[config.mk]
export PLATFORM = sky130hd
export DESIGN_NAME = link_sync_ctrl
export DESIGN_NICKNAME = d
export VERILOG_FILES = /design/src/rtl/link_sync_ctrl.sv
export SDC_FILE = /design/constraint.sdc
export NUM_CORES = 1
export LEC_CHECK = 0
export CORE_ASPECT_RATIO = 1.5
export CORE_MARGIN = 10
export CORE_UTILIZATION = 35
export DETAILED_ROUTE_END_ITERATION = 6
export PLACE_DENSITY = 0.66
export SYNTH_ARGS = -nofsm -noshare
export SYNTH_HDL_FRONTEND = slang
export SYNTH_SLANG_ARGS = --single-unit
export TNS_END_PERCENT = 1
[constraint.sdc]
create_clock -name i_Rclk -period 2.5 [get_ports i_Rclk]
set_input_delay 0.25 -clock i_Rclk [delete_from_list [all_inputs] [get_ports i_Rclk]]
set_output_delay 0.25 -clock i_Rclk [all_outputs]
set_load 0.01 [all_outputs]
[src/rtl/link_sync_ctrl.sv]
// link_sync_ctrl: drains the deserializer FIFO one bit per cycle, hunts for
// K28.5 at any bit offset, frames aligned 10-bit symbols and qualifies lock.
//
//   state  | meaning
//   -------+---------------------------------------------------------------
//   HUNT   | sliding comma search at every bit; no words emitted
//   ACQ    | boundary fixed by the last comma; counting aligned commas
//   LOCKED | link qualified; errors counted, clean words decay the count
module link_sync_ctrl #(
  parameter int unsigned ACQ_COMMAS = 3,
  parameter int unsigned LOSS_ERRS  = 4,
  parameter int unsigned GOOD_WORDS = 16
) (
  input  logic       i_Rclk,
  input  logic       i_Rrst,
  input  logic       i_empty,
  output logic       o_R_en,
  input  logic       i_FIFO_Out,
  input  logic       i_Code_Err,
  output logic [9:0] o_Word,
  output logic       o_Word_Valid,
  output logic       o_Is_Comma,
  output logic       o_Locked,
  output logic [1:0] o_State,
  output logic       o_Slip
);

  typedef enum logic [1:0] {
    ST_HUNT   = 2'd0,
    ST_ACQ    = 2'd1,
    ST_LOCKED = 2'd2
  } state_t;

  localparam logic [9:0] K28P5_RDN = 10'b0101111100;
  localparam logic [9:0] K28P5_RDP = 10'b1010000011;
  localparam logic [3:0] ACQ_LIM   = 4'(ACQ_COMMAS);
  localparam logic [3:0] LOSS_LIM  = 4'(LOSS_ERRS);
  localparam logic [7:0] GOOD_LIM  = 8'(GOOD_WORDS);

  state_t     r_state;
  logic       r_bit_v;
  logic [9:0] r_sr;
  logic [3:0] r_bit_cnt;
  logic [3:0] r_acq_cnt;
  logic [3:0] r_err_cnt;
  logic [7:0] r_good_cnt;
  logic [9:0] r_word;
  logic       r_word_valid;
  logic       r_is_comma;
  logic       r_slip;

  state_t     w_state_nxt;
  logic [9:0] w_sr_nxt;
  logic [3:0] w_bit_cnt_nxt;
  logic [3:0] w_acq_cnt_nxt;
  logic [3:0] w_err_cnt_nxt;
  logic [7:0] w_good_cnt_nxt;
  logic [9:0] w_word_nxt;
  logic       w_word_valid_nxt;
  logic       w_is_comma_nxt;
  logic       w_slip_nxt;

  logic [9:0] w_win;
  logic       w_comma;
  logic       w_boundary;
  logic       w_misaligned;
  logic       w_err_evt;

  // Read enable is combinational so a bit can be requested every cycle;
  // reset overrides a non-empty FIFO.
  assign o_R_en = ~i_empty & ~i_Rrst;

  // The window includes the bit arriving this cycle, so a comma is seen on
  // the same edge that consumes its last bit.
  assign w_win        = {i_FIFO_Out, r_sr[9:1]};
  assign w_comma      = r_bit_v & ((w_win == K28P5_RDN) | (w_win == K28P5_RDP));
  assign w_boundary   = r_bit_v & (r_bit_cnt == 4'd9);
  assign w_misaligned = w_comma & ~w_boundary;
  // Both error sources together still count as a single event.
  assign w_err_evt    = w_misaligned | i_Code_Err;

  // State, shift register, counters and registered word outputs.
  always_ff @(posedge i_Rclk) begin
    if (i_Rrst) begin
      r_state      <= ST_HUNT;
      r_bit_v      <= 1'b0;
      r_sr         <= '0;
      r_bit_cnt    <= '0;
      r_acq_cnt    <= '0;
      r_err_cnt    <= '0;
      r_good_cnt   <= '0;
      r_word       <= '0;
      r_word_valid <= 1'b0;
      r_is_comma   <= 1'b0;
      r_slip       <= 1'b0;
    end else begin
      r_state      <= w_state_nxt;
      r_bit_v      <= o_R_en;
      r_sr         <= w_sr_nxt;
      r_bit_cnt    <= w_bit_cnt_nxt;
      r_acq_cnt    <= w_acq_cnt_nxt;
      r_err_cnt    <= w_err_cnt_nxt;
      r_good_cnt   <= w_good_cnt_nxt;
      r_word       <= w_word_nxt;
      r_word_valid <= w_word_valid_nxt;
      r_is_comma   <= w_is_comma_nxt;
      r_slip       <= w_slip_nxt;
    end
  end

  // Next-state, framing and lock-qualification logic.
  always_comb begin
    w_state_nxt      = r_state;
    w_sr_nxt         = r_sr;
    w_bit_cnt_nxt    = r_bit_cnt;
    w_acq_cnt_nxt    = r_acq_cnt;
    w_err_cnt_nxt    = r_err_cnt;
    w_good_cnt_nxt   = r_good_cnt;
    w_word_nxt       = r_word;
    w_word_valid_nxt = 1'b0;
    w_is_comma_nxt   = r_is_comma;
    w_slip_nxt       = 1'b0;

    // With no valid bit this cycle nothing below can fire except a code
    // error, because every other event is qualified by r_bit_v.
    if (r_bit_v) begin
      w_sr_nxt      = w_win;
      w_bit_cnt_nxt = (r_bit_cnt == 4'd9) ? 4'd0 : r_bit_cnt + 4'd1;
    end

    // Words leave only from the framed states.
    if (w_boundary && (r_state != ST_HUNT)) begin
      w_word_nxt       = w_win;
      w_word_valid_nxt = 1'b1;
      w_is_comma_nxt   = w_comma;
    end

    case (r_state)
      ST_HUNT: begin
        w_bit_cnt_nxt = 4'd0;
        if (w_comma) begin
          w_state_nxt   = ST_ACQ;
          w_acq_cnt_nxt = 4'd1;
          w_slip_nxt    = 1'b1;
        end
      end

      ST_ACQ: begin
        if (w_misaligned) begin
          w_state_nxt   = ST_HUNT;
          w_bit_cnt_nxt = 4'd0;
          w_slip_nxt    = 1'b1;
        end else if (i_Code_Err) begin
          // Abandons the candidate even if this word was the last comma needed.
          w_state_nxt   = ST_HUNT;
          w_bit_cnt_nxt = 4'd0;
        end else if (w_comma) begin
          if ((r_acq_cnt + 4'd1) >= ACQ_LIM) begin
            w_state_nxt    = ST_LOCKED;
            w_err_cnt_nxt  = 4'd0;
            w_good_cnt_nxt = 8'd0;
          end else begin
            w_acq_cnt_nxt = r_acq_cnt + 4'd1;
          end
        end
      end

      ST_LOCKED: begin
        if (w_err_evt) begin
          // An error on the word that would have finished the clean run wins.
          w_good_cnt_nxt = 8'd0;
          if ((r_err_cnt + 4'd1) >= LOSS_LIM) begin
            w_state_nxt   = ST_HUNT;
            w_bit_cnt_nxt = 4'd0;
            w_slip_nxt    = 1'b1;
          end else begin
            w_err_cnt_nxt = r_err_cnt + 4'd1;
          end
        end else if (w_boundary) begin
          if ((r_good_cnt + 8'd1) >= GOOD_LIM) begin
            w_err_cnt_nxt  = 4'd0;
            w_good_cnt_nxt = 8'd0;
          end else begin
            w_good_cnt_nxt = r_good_cnt + 8'd1;
          end
        end
      end

      default: begin
        w_state_nxt   = ST_HUNT;
        w_bit_cnt_nxt = 4'd0;
      end
    endcase
  end

  assign o_Word       = r_word;
  assign o_Word_Valid = r_word_valid;
  assign o_Is_Comma   = r_is_comma;
  assign o_Locked     = (r_state == ST_LOCKED);
  assign o_State      = r_state;
  assign o_Slip       = r_slip;

endmodule
Word-level counts from Yosys, hierarchy flattened:

Cells that the tools add are included.
W data, S select, Z words.

* register bits: 46
* bits in latches: 0
* memory bits (writable): 0
* bits in read-only memories: 0
* bits of input ports: 5
* output and inout port bits: 17
* word-level logic and storage cells: 98
* memories: 0

* add/subtract/negate cells: 4
* $mul: 0
* div/mod/pow operators: 0
* order comparisons: 3
* equality and inequality tests: 18
* shift-type cells: 0
* multiplexer cells: 44
* bitwise gates (word level): 9
* reduce and logical (&&, ||, !) cells: 9

Operator list (count)
* $mux W4: 19
* $mux W8: 7
* $pmux W4 S2: 3
* $pmux W8 S2: 1
* $mux W2: 7
* $add A4 B1 Y4 const B: 3
* $ne A2 B2 Y1 const B: 6
* $reduce_and A6 Y1: 2
* $eq A10 B10 Y1 const B: 1
* $eq A10 B9 Y1 const B: 1
* $add A8 B1 Y8 const B: 1
* $ge A8 B5 Y1 const B: 1
* $ne A4 B4 Y1 const B: 2
* $reduce_and A8 Y1: 1
* $ne A3 B1 Y1 const B: 2
* $pmux W2 S3: 1
* $reduce_bool A2 Y1: 3
* $mux W1: 5
* $reduce_and A5 Y1: 1
* $and A1 B1 Y1: 4
* $eq A4 B4 Y1 const B: 1
* $ge A4 B2 Y1 const B: 1
* $ge A4 B3 Y1 const B: 1
* $ne A2 B1 Y1 const B: 2
* other kinds (8): 11

Logic depth before layout (Yosys ltp):

Gate-level depths: netlist of the first run.

* depth in word-level cells: 7
* depth in mapped cells: 9

Least setup slack after synthesis of the first run:

OpenSTA, ideal clock, no wires.

* path kind: reg-to-reg
* start: register r_state[0], in the netlist o_State[0]
* end: register r_good_cnt[3]
* arrival: 1940 ps
* data required time: 2383 ps
* path slack: 442 ps
* cell stages (with the launch flop): 8
* period minus slack after synthesis: 2058 ps
* cells stage by stage: dfxtp_1 > inv_1 > ha_1 > inv_1 > o32a_1 > o21a_4 > a41o_2 > a32o_1

* cells in the longest elaborated chain, start to end: 3
* elaborated cells on any way between the ends: 10
* those cells by class: eq/ne: 7; mux: 1; reduce/logical: 2

RTL lines
* start: declaration: line 40 `state_t r_state;`
* start signal: assignment: line 97 `r_state <= w_state_nxt;`
* $eq A2 B2 Y1 *
* named net o_Locked: line 23 `output logic o_Locked,`
* $ne A3 B1 Y1 (no source line) or $reduce_bool A2 Y1 (tied branches)
* $reduce_and A6 Y1 (no source line)
* end signal: assignment: line 103 `r_good_cnt <= w_good_cnt_nxt;`
* end: declaration: line 46 `logic [7:0] r_good_cnt;`

The timed path passes the listed nets; every way through them passes the cells marked *.
A chain may end at the register's enable or synchronous reset.

Worst setup path after layout of the first run:

* start: register r_sr[8]
* end: register r_state[1], in the netlist o_State[1]

* cells in the longest elaborated chain, start to end: 7
* elaborated cells on any way between the ends: 13
* those cells by class: eq/ne: 6; mux: 2; bitwise: 4; reduce/logical: 1

RTL lines
* start: declaration: line 42 `logic [9:0] r_sr;`
* start signal: assignment: line 99 `r_sr <= w_sr_nxt;`
* $eq A10 B9 Y1 or $eq A10 B10 Y1 (tied branches): line 76 `assign w_comma = r_bit_v & ((w_win == K28P5_RDN) | (w_win == K28P5_RDP));`
* $or A1 B1 Y1 *: line 76
* $and A1 B1 Y1 *: line 76
* $and A1 B1 Y1: line 78 `assign w_misaligned = w_comma & ~w_boundary;`
* $or A1 B1 Y1: line 80 `assign w_err_evt = w_misaligned | i_Code_Err;`
* $ne A2 B1 Y1 (no source line)
* $reduce_and A5 Y1 (no source line)

Mark *: on every way between the ends. The rest lies on a longest branch, timed or not.

==> qor.csv, run 1 <==
metric,value,unit
result of the run,completed,
Flop pwr share,49.0,%
fin util,43.7,%
Syn Inst Count,226,
post-synthesis simple-gate area fraction,24.2,%
I/O Buffers,21,
RD Place Congestion,0.809,
Slew headroom,69.0,%
clk sinks,45,
mapped cell area,2130,sq um
Setup TNS,0,ns
period utilisation layout,83.0,%
CP max stage cell,dfxtp_1,
CP Class,reg2reg,
compound-cell area share of the yosys netlist,12.3,%
PwrDens,581,nW/um^2
drt first pass iters,4,
# fillers,586,
most frequent cells in the layout,"dfxtp_1, nor2_1, mux2i_1, clkdlybuf4s50_1",
post-route minimum period,2.08,ns
CP arrival,2.26,ns
slowest cell delay on critical path,0.37,ns
post-CTS setup buffer count,0,
Core Region,5870,sq um
worst skew pair latency,0.29,ns
WP data required,2.69,ns
largest area contributor in the netlist,dfxtp_1,
hpwl dp,3310,microns
sequential share of the synthesized area,42.3,%
Yosys warnings,0,
grt total ovfl,0,
Synth area leaders,"dfxtp_1, mux2i_1, nor2_1",
Yosys top cell area share,42.3,%
Gate power share,7.9,%
"most common cell after layout, fill and taps aside",dfxtp_1,
PostCTS Resize Cnt,0,
cell area after layout,2570,sq um
largest family of logic cells by synthesized area,simple AND/OR/NAND/NOR gates,
Least-Margin Pin Slew,0.463,ns
vias per cell,5.08,
# diodes,0,
Initial Util,36.3,%
Die Ht,116,microns
RSZ-0062 raised after global routing,no,
CP startpoint kind,flop,
Synth Flop Type,dfxtp_1,
HP Class,reg2reg,
fin nets,266,
worst-path cell chain,nor4b_2 -> nand4_1 -> a21oi_2 -> o21ai_1 -> a22oi_1 -> mux2_2,
Post-synth EDFFs,0,
share of cells above drive strength 1,11.9,%
initial antenna violation count,0,
CTS tree,built,
Placed Area,2430,sq um
Syn Area/Cell,9.42,sq um
Clk pwr share,43.0,%
vias in the first global route,1673,
Top Ports,22,
Starting DRT DRC Count,58,
crit path capture type,flop,
Final Skew,0.00417,ns
post-synthesis mux area share,10.4,%
Setup Viol. Count Final,0,
#FFs+latches synth,45,
synthesis-to-layout area growth,20.5,%
Adder-Cell Fraction of Synth Area,5.88,%
"Max FO, Critical Path",5,
die width,83.7,microns
final hold vios,0,
maximum clock rate,482,MHz
Routed WL,4390,microns
largest net degree at the start of global routing,18,
vias,1647,
setup slack after layout,0.424,ns
post-synthesis xor/xnor area fraction,1.65,%
Hold Slack,0.479,ns
leak pwr,0.000960,uW
max_cap viols,0,
Net Sw Frac,21.5,%
Die Area,9670,sq um
syn_nets,241,
Net Switching,320,uW
Post-DRT Antenna Nets,0,
GRT Overall Usage,9.29,%
per-cell routed wire length,13.5,microns
final slew viol count,0,
H-tree Lvls,2,
clk buf depth,2,
peak supply drop,0.388,mV
clock-pin slew on the worst setup and hold paths,0.08,ns
cts hold-fix bufs,0,
TritonCTS Buffers,5,
DR DRC count,0,
Place WS,0.149,ns
ys async rst share,0,%
clk root buf,clkbuf_8,
Yosys cell types,55,
first-pass GRT wire length,7740,microns
Placement Rows,34,
Cell Int Power,1170,uW
-- logic make-up (layout without fill, tap and decap cells) --
logic type,Yosys count,after routing
simple gates,96,96
flops,45,45
compound gates,33,33
mux,22,22
buf+inv,16,42
fa+ha+maj,10,10
xor+xnor,4,4
-- state kept, by name (all words and copies together), names as in the netlist --
signal and cells:
o_Word_Valid 1, o_Slip 1, r_bit_v 1, r_sr 9
o_Is_Comma 1, r_acq_cnt 4, o_Word 10, o_State 2
r_good_cnt 8, r_err_cnt 4, r_bit_cnt 4
-- cells in the mapped netlist (all sizes together), types with 2 or more instances --
library cell	count
a211oi	2
dfxtp	45
nor3	11
o21a	2
and3	8
o21ai	5
nand2b	2
nor4b	2
nand3	2
nand2	11
and4b	2
and2	6
buf	4
nand3b	3
o32ai	2
a21oi	7
xor2	3
inv	7
nor2	36
nand4	5
a32o	3
ha	10
mux2i	21
and3b	2
clkbuf	5
-- routing by layer --
layer | vias to the layer above | GRT usage, % | wire length (microns)
met2 | 19 | 17.1 | 2250
li1 | 857 | - | -
met1 | 766 | 9.53 | 1870
met5 | - | 0 | 0
met3 | 5 | 3.44 | 206
met4 | 0 | 3.02 | 55
-- path summary, 6_finish.rpt --
| path | startpoint | end | slack [ns] | cells after the start |
|---|---|---|---|---|
| setup reg to reg | r_sr[8] | o_State[1] | 0.42 | 6 |
| hold reg to reg | r_good_cnt[1] | r_good_cnt[1] | 0.48 | 2 |
| hold / removal | r_good_cnt[1] | r_good_cnt[1] | 0.48 | 2 |
| setup / recovery | r_sr[8] | o_State[1] | 0.42 | 6 |
-- worst max-delay path, delay by kind of cell (launching register included) --
kind | cells | cell delay [ns]
AND/OR/NAND/NOR | 2 | 0.52
multiplexers | 1 | 0.37
flip-flops | 1 | 0.37
AO/OA/AOI/OAI | 3 | 0.69
-- power by group through the flow --
stage / combinational [uW] / clock [uW] / sequential [uW]
finish: 118 / 641 / 731
global route: 132 / 692 / 733
CTS: 120 / 659 / 731
detailed placement: 119 / 0 / 748
global placement: 119 / 0 / 748
floorplan: 79.3 / 0 / 747
-- per-stage QoR --
step,total power [uW],cells
floorplan,826,226
detailed placement,867,316
global route,1560,324
finish,1490,324
CTS,1510,324
global placement,867,316
-- final cells by class --
cell class              count  area (sq um)  area share, %
well taps                  72          90.1           3.51
clock inverters             3          65.1           2.54
multi-input cells         165          1160           45.2
flip-flops and latches     45           901           35.1
repair buffers             27           255           9.95
inverters                   7          26.3           1.02
clock buffers               5          68.8           2.68
No activity file was read; power rests on OpenSTA's default activity.
==> run 2, diff against run 1 <==
- PLACE_DENSITY: 0.66 -> 0.68
- clock period: 2.5 -> 1.85 ns (I/O delays scaled with it)
==> qor.csv, run 2 (synthesis gave the netlist of run 1 again) <==
metric,value,unit,change
largest net degree at the start of global routing,19,,was 18
max reg flops,10,,unchanged
leak pwr,0.00114,uW,was 0.000960 uW
Least-Margin Pin Slew,0.314,ns,was 0.463 ns
die width,83.7,microns,unchanged
Die Ht,116,microns,unchanged
Routed WL,4810,microns,was 4390 microns
fin cells,361,,was 324
# fillers,547,,was 586
RR Endpoint,r_good_cnt[2],,was o_State[1]
TritonCTS Buffers,5,,unchanged
result of the run,"finished, violations left",,was completed
placed cells,353,,was 316
period utilisation layout,108,%,was 83.0%
GRT Overall Usage,9.96,%,was 9.29%
HP Class,in2reg,,was reg2reg
fin util,49.9,%,was 43.7%
Post-DRT Antenna Nets,0,,unchanged
share of cells above drive strength 1,31.1,%,was 11.9%
DR DRC count,0,,unchanged
worst skew pair latency,0.29,ns,about the same
vias in the first global route,1890,,"was 1,673"
Die Area,9670,sq um,unchanged
post-CTS setup buffer count,0,,unchanged
Top Ports,22,,unchanged
first-pass GRT wire length,8340,microns,was 7740 microns
H-tree Lvls,2,,unchanged
post-route minimum period,1.99,ns,was 2.08 ns
Slew headroom,79.0,%,was 69.0%
Setup Viol. Count Final,13,,was 0
final slew viol count,0,,unchanged
synthesis-to-layout area growth,37.5,%,was 20.5%
clk buf depth,2,,unchanged
Placement Rows,34,,unchanged
"Max FO, Critical Path",8,,was 5
Critical R2R Launch,r_acq_cnt[0],,was r_sr[8]
clk root buf,clkbuf_8,,unchanged
min-delay src,i_empty,,was r_good_cnt[1]
clock-pin slew on the worst setup and hold paths,0.09,ns,was 0.08 ns
Starting DRT DRC Count,95,,was 58
vias per cell,5.15,,was 5.08
hold depth,2,,unchanged
Initial Util,36.3,%,unchanged
clk sinks,45,,unchanged
maximum clock rate,502,MHz,was 482 MHz
WP data required,2.04,ns,was 2.69 ns
crit path capture type,flop,,unchanged
hpwl dp,3700,microns,was 3310 microns
PwrDens,633,nW/um^2,was 581 nW/um^2
I/O Buffers,21,,unchanged
failing checks,setup timing,,
CP Class,reg2reg,,unchanged
# diodes,0,,unchanged
setup slack after layout,-0.141,ns,was 0.424 ns
CP arrival,2.18,ns,was 2.26 ns
R2R depth,8,,was 6
fin nets,303,,was 266
CP startpoint kind,flop,,unchanged
peak supply drop,0.428,mV,was 0.388 mV
Core Region,5870,sq um,unchanged
final hold vios,0,,unchanged
RD Place Congestion,0.845,,was 0.809
vias,1860,,"was 1,647"
Placed Area,2740,sq um,was 2430 sq um
most frequent cells in the layout,"buf_4, dfxtp_1, nor2_1",,"was dfxtp_1, nor2_1, mux2i_1, clkdlybuf4s50_1"
FF-to-FF setup slack,-0.14,ns,was 0.42 ns
drt first pass iters,5,,was 4
per-cell routed wire length,13.3,microns,was 13.5 microns
Hold EP,r_bit_v,,was r_good_cnt[1]
CTS tree,built,,unchanged
"most common cell after layout, fill and taps aside",buf_4,,was dfxtp_1
Final Skew,0.00871,ns,was 0.00417 ns
cts hold-fix bufs,0,,unchanged
initial antenna violation count,0,,unchanged
cell area after layout,2930,sq um,was 2570 sq um
RSZ-0062 raised after global routing,yes,,was no
grt total ovfl,0,,unchanged
max_cap viols,0,,unchanged
==> run 2: worst max-delay path by stage <==
stage,startpoint,end,slack (ns)
floorplan,r_acq_cnt[0],r_good_cnt[2],-0.02
global placement,i_FIFO_Out,r_bit_cnt[1],-0.31
detailed placement,i_FIFO_Out,o_State[1],-0.33
CTS,r_bit_cnt[1],r_good_cnt[3],-0.17
global route,r_bit_cnt[1],r_good_cnt[1],-0.24
finish,r_acq_cnt[0],r_good_cnt[2],-0.14
==> run 2: cell type report <==
type | instances | area, sq um | area share [%]
clock inverter | 2 | 13.8 | 0.470
tap | 72 | 90.1 | 3.08
sequential | 45 | 913 | 31.2
timing repair buffer | 64 | 546 | 18.6
clock buffer | 6 | 82.6 | 2.82
inverter | 7 | 26.3 | 0.897
multi-input combinational | 165 | 1260 | 42.9
==> run 2: stage by stage <==
step	TNS, ns	hold WS, ns	power [uW]	worst slack (ns)
6_report	-1.07	0.447	1850	-0.141
2_1_floorplan	-0.0455	0.252	1120	-0.0161
5_1_grt	-2.80	0.449	1940	-0.240
3_5_place_dp	-4.60	0.471	1230	-0.327
4_1_cts	-1.18	0.443	1870	-0.170
3_3_place_gp	-3.88	0.463	1230	-0.310
==> run 2: routing by layer <==
layer	vias to the layer above	part of all wire [%]	GRT usage (%)
met2	39	51	18.5
li1	931	-	-
met5	-	0	0
met1	878	42	10.3
met3	12	4.5	2.88
met4	0	2.2	3.81
==> run 2: timing repair <==
| item | 4_1_cts | 5_1_grt |
|---|---|---|
| cloned | 0 | 0 |
| gates resized for setup | 13 | 9 |
| endpoints found under the setup margin | 19 | 34 |
| pin swaps | 7 | 5 |
==> run 2: report_power, final <==
| group | total [uW] | switching, uW | leakage [uW] | internal [uW] |
|---|---|---|---|---|
| Clock | 628 | 325 | 0.0000512 | 303 |
| Sequential | 984 | 9.42 | 0.000366 | 974 |
| Combinational | 242 | 117 | 0.000725 | 126 |
| Total | 1850 | 451 | 0.00114 | 1400 |
==> run 2: worst max-delay path, stage by stage (launching register included) <==
cell and delay [ns]:
dfxtp_4 0.36, ha_2 0.18, or4_4 0.49, o31ai_4 0.08, o32a_1 0.22, buf_4 0.12, o21a_4 0.16, nor2_2 0.06
a32o_1 0.21
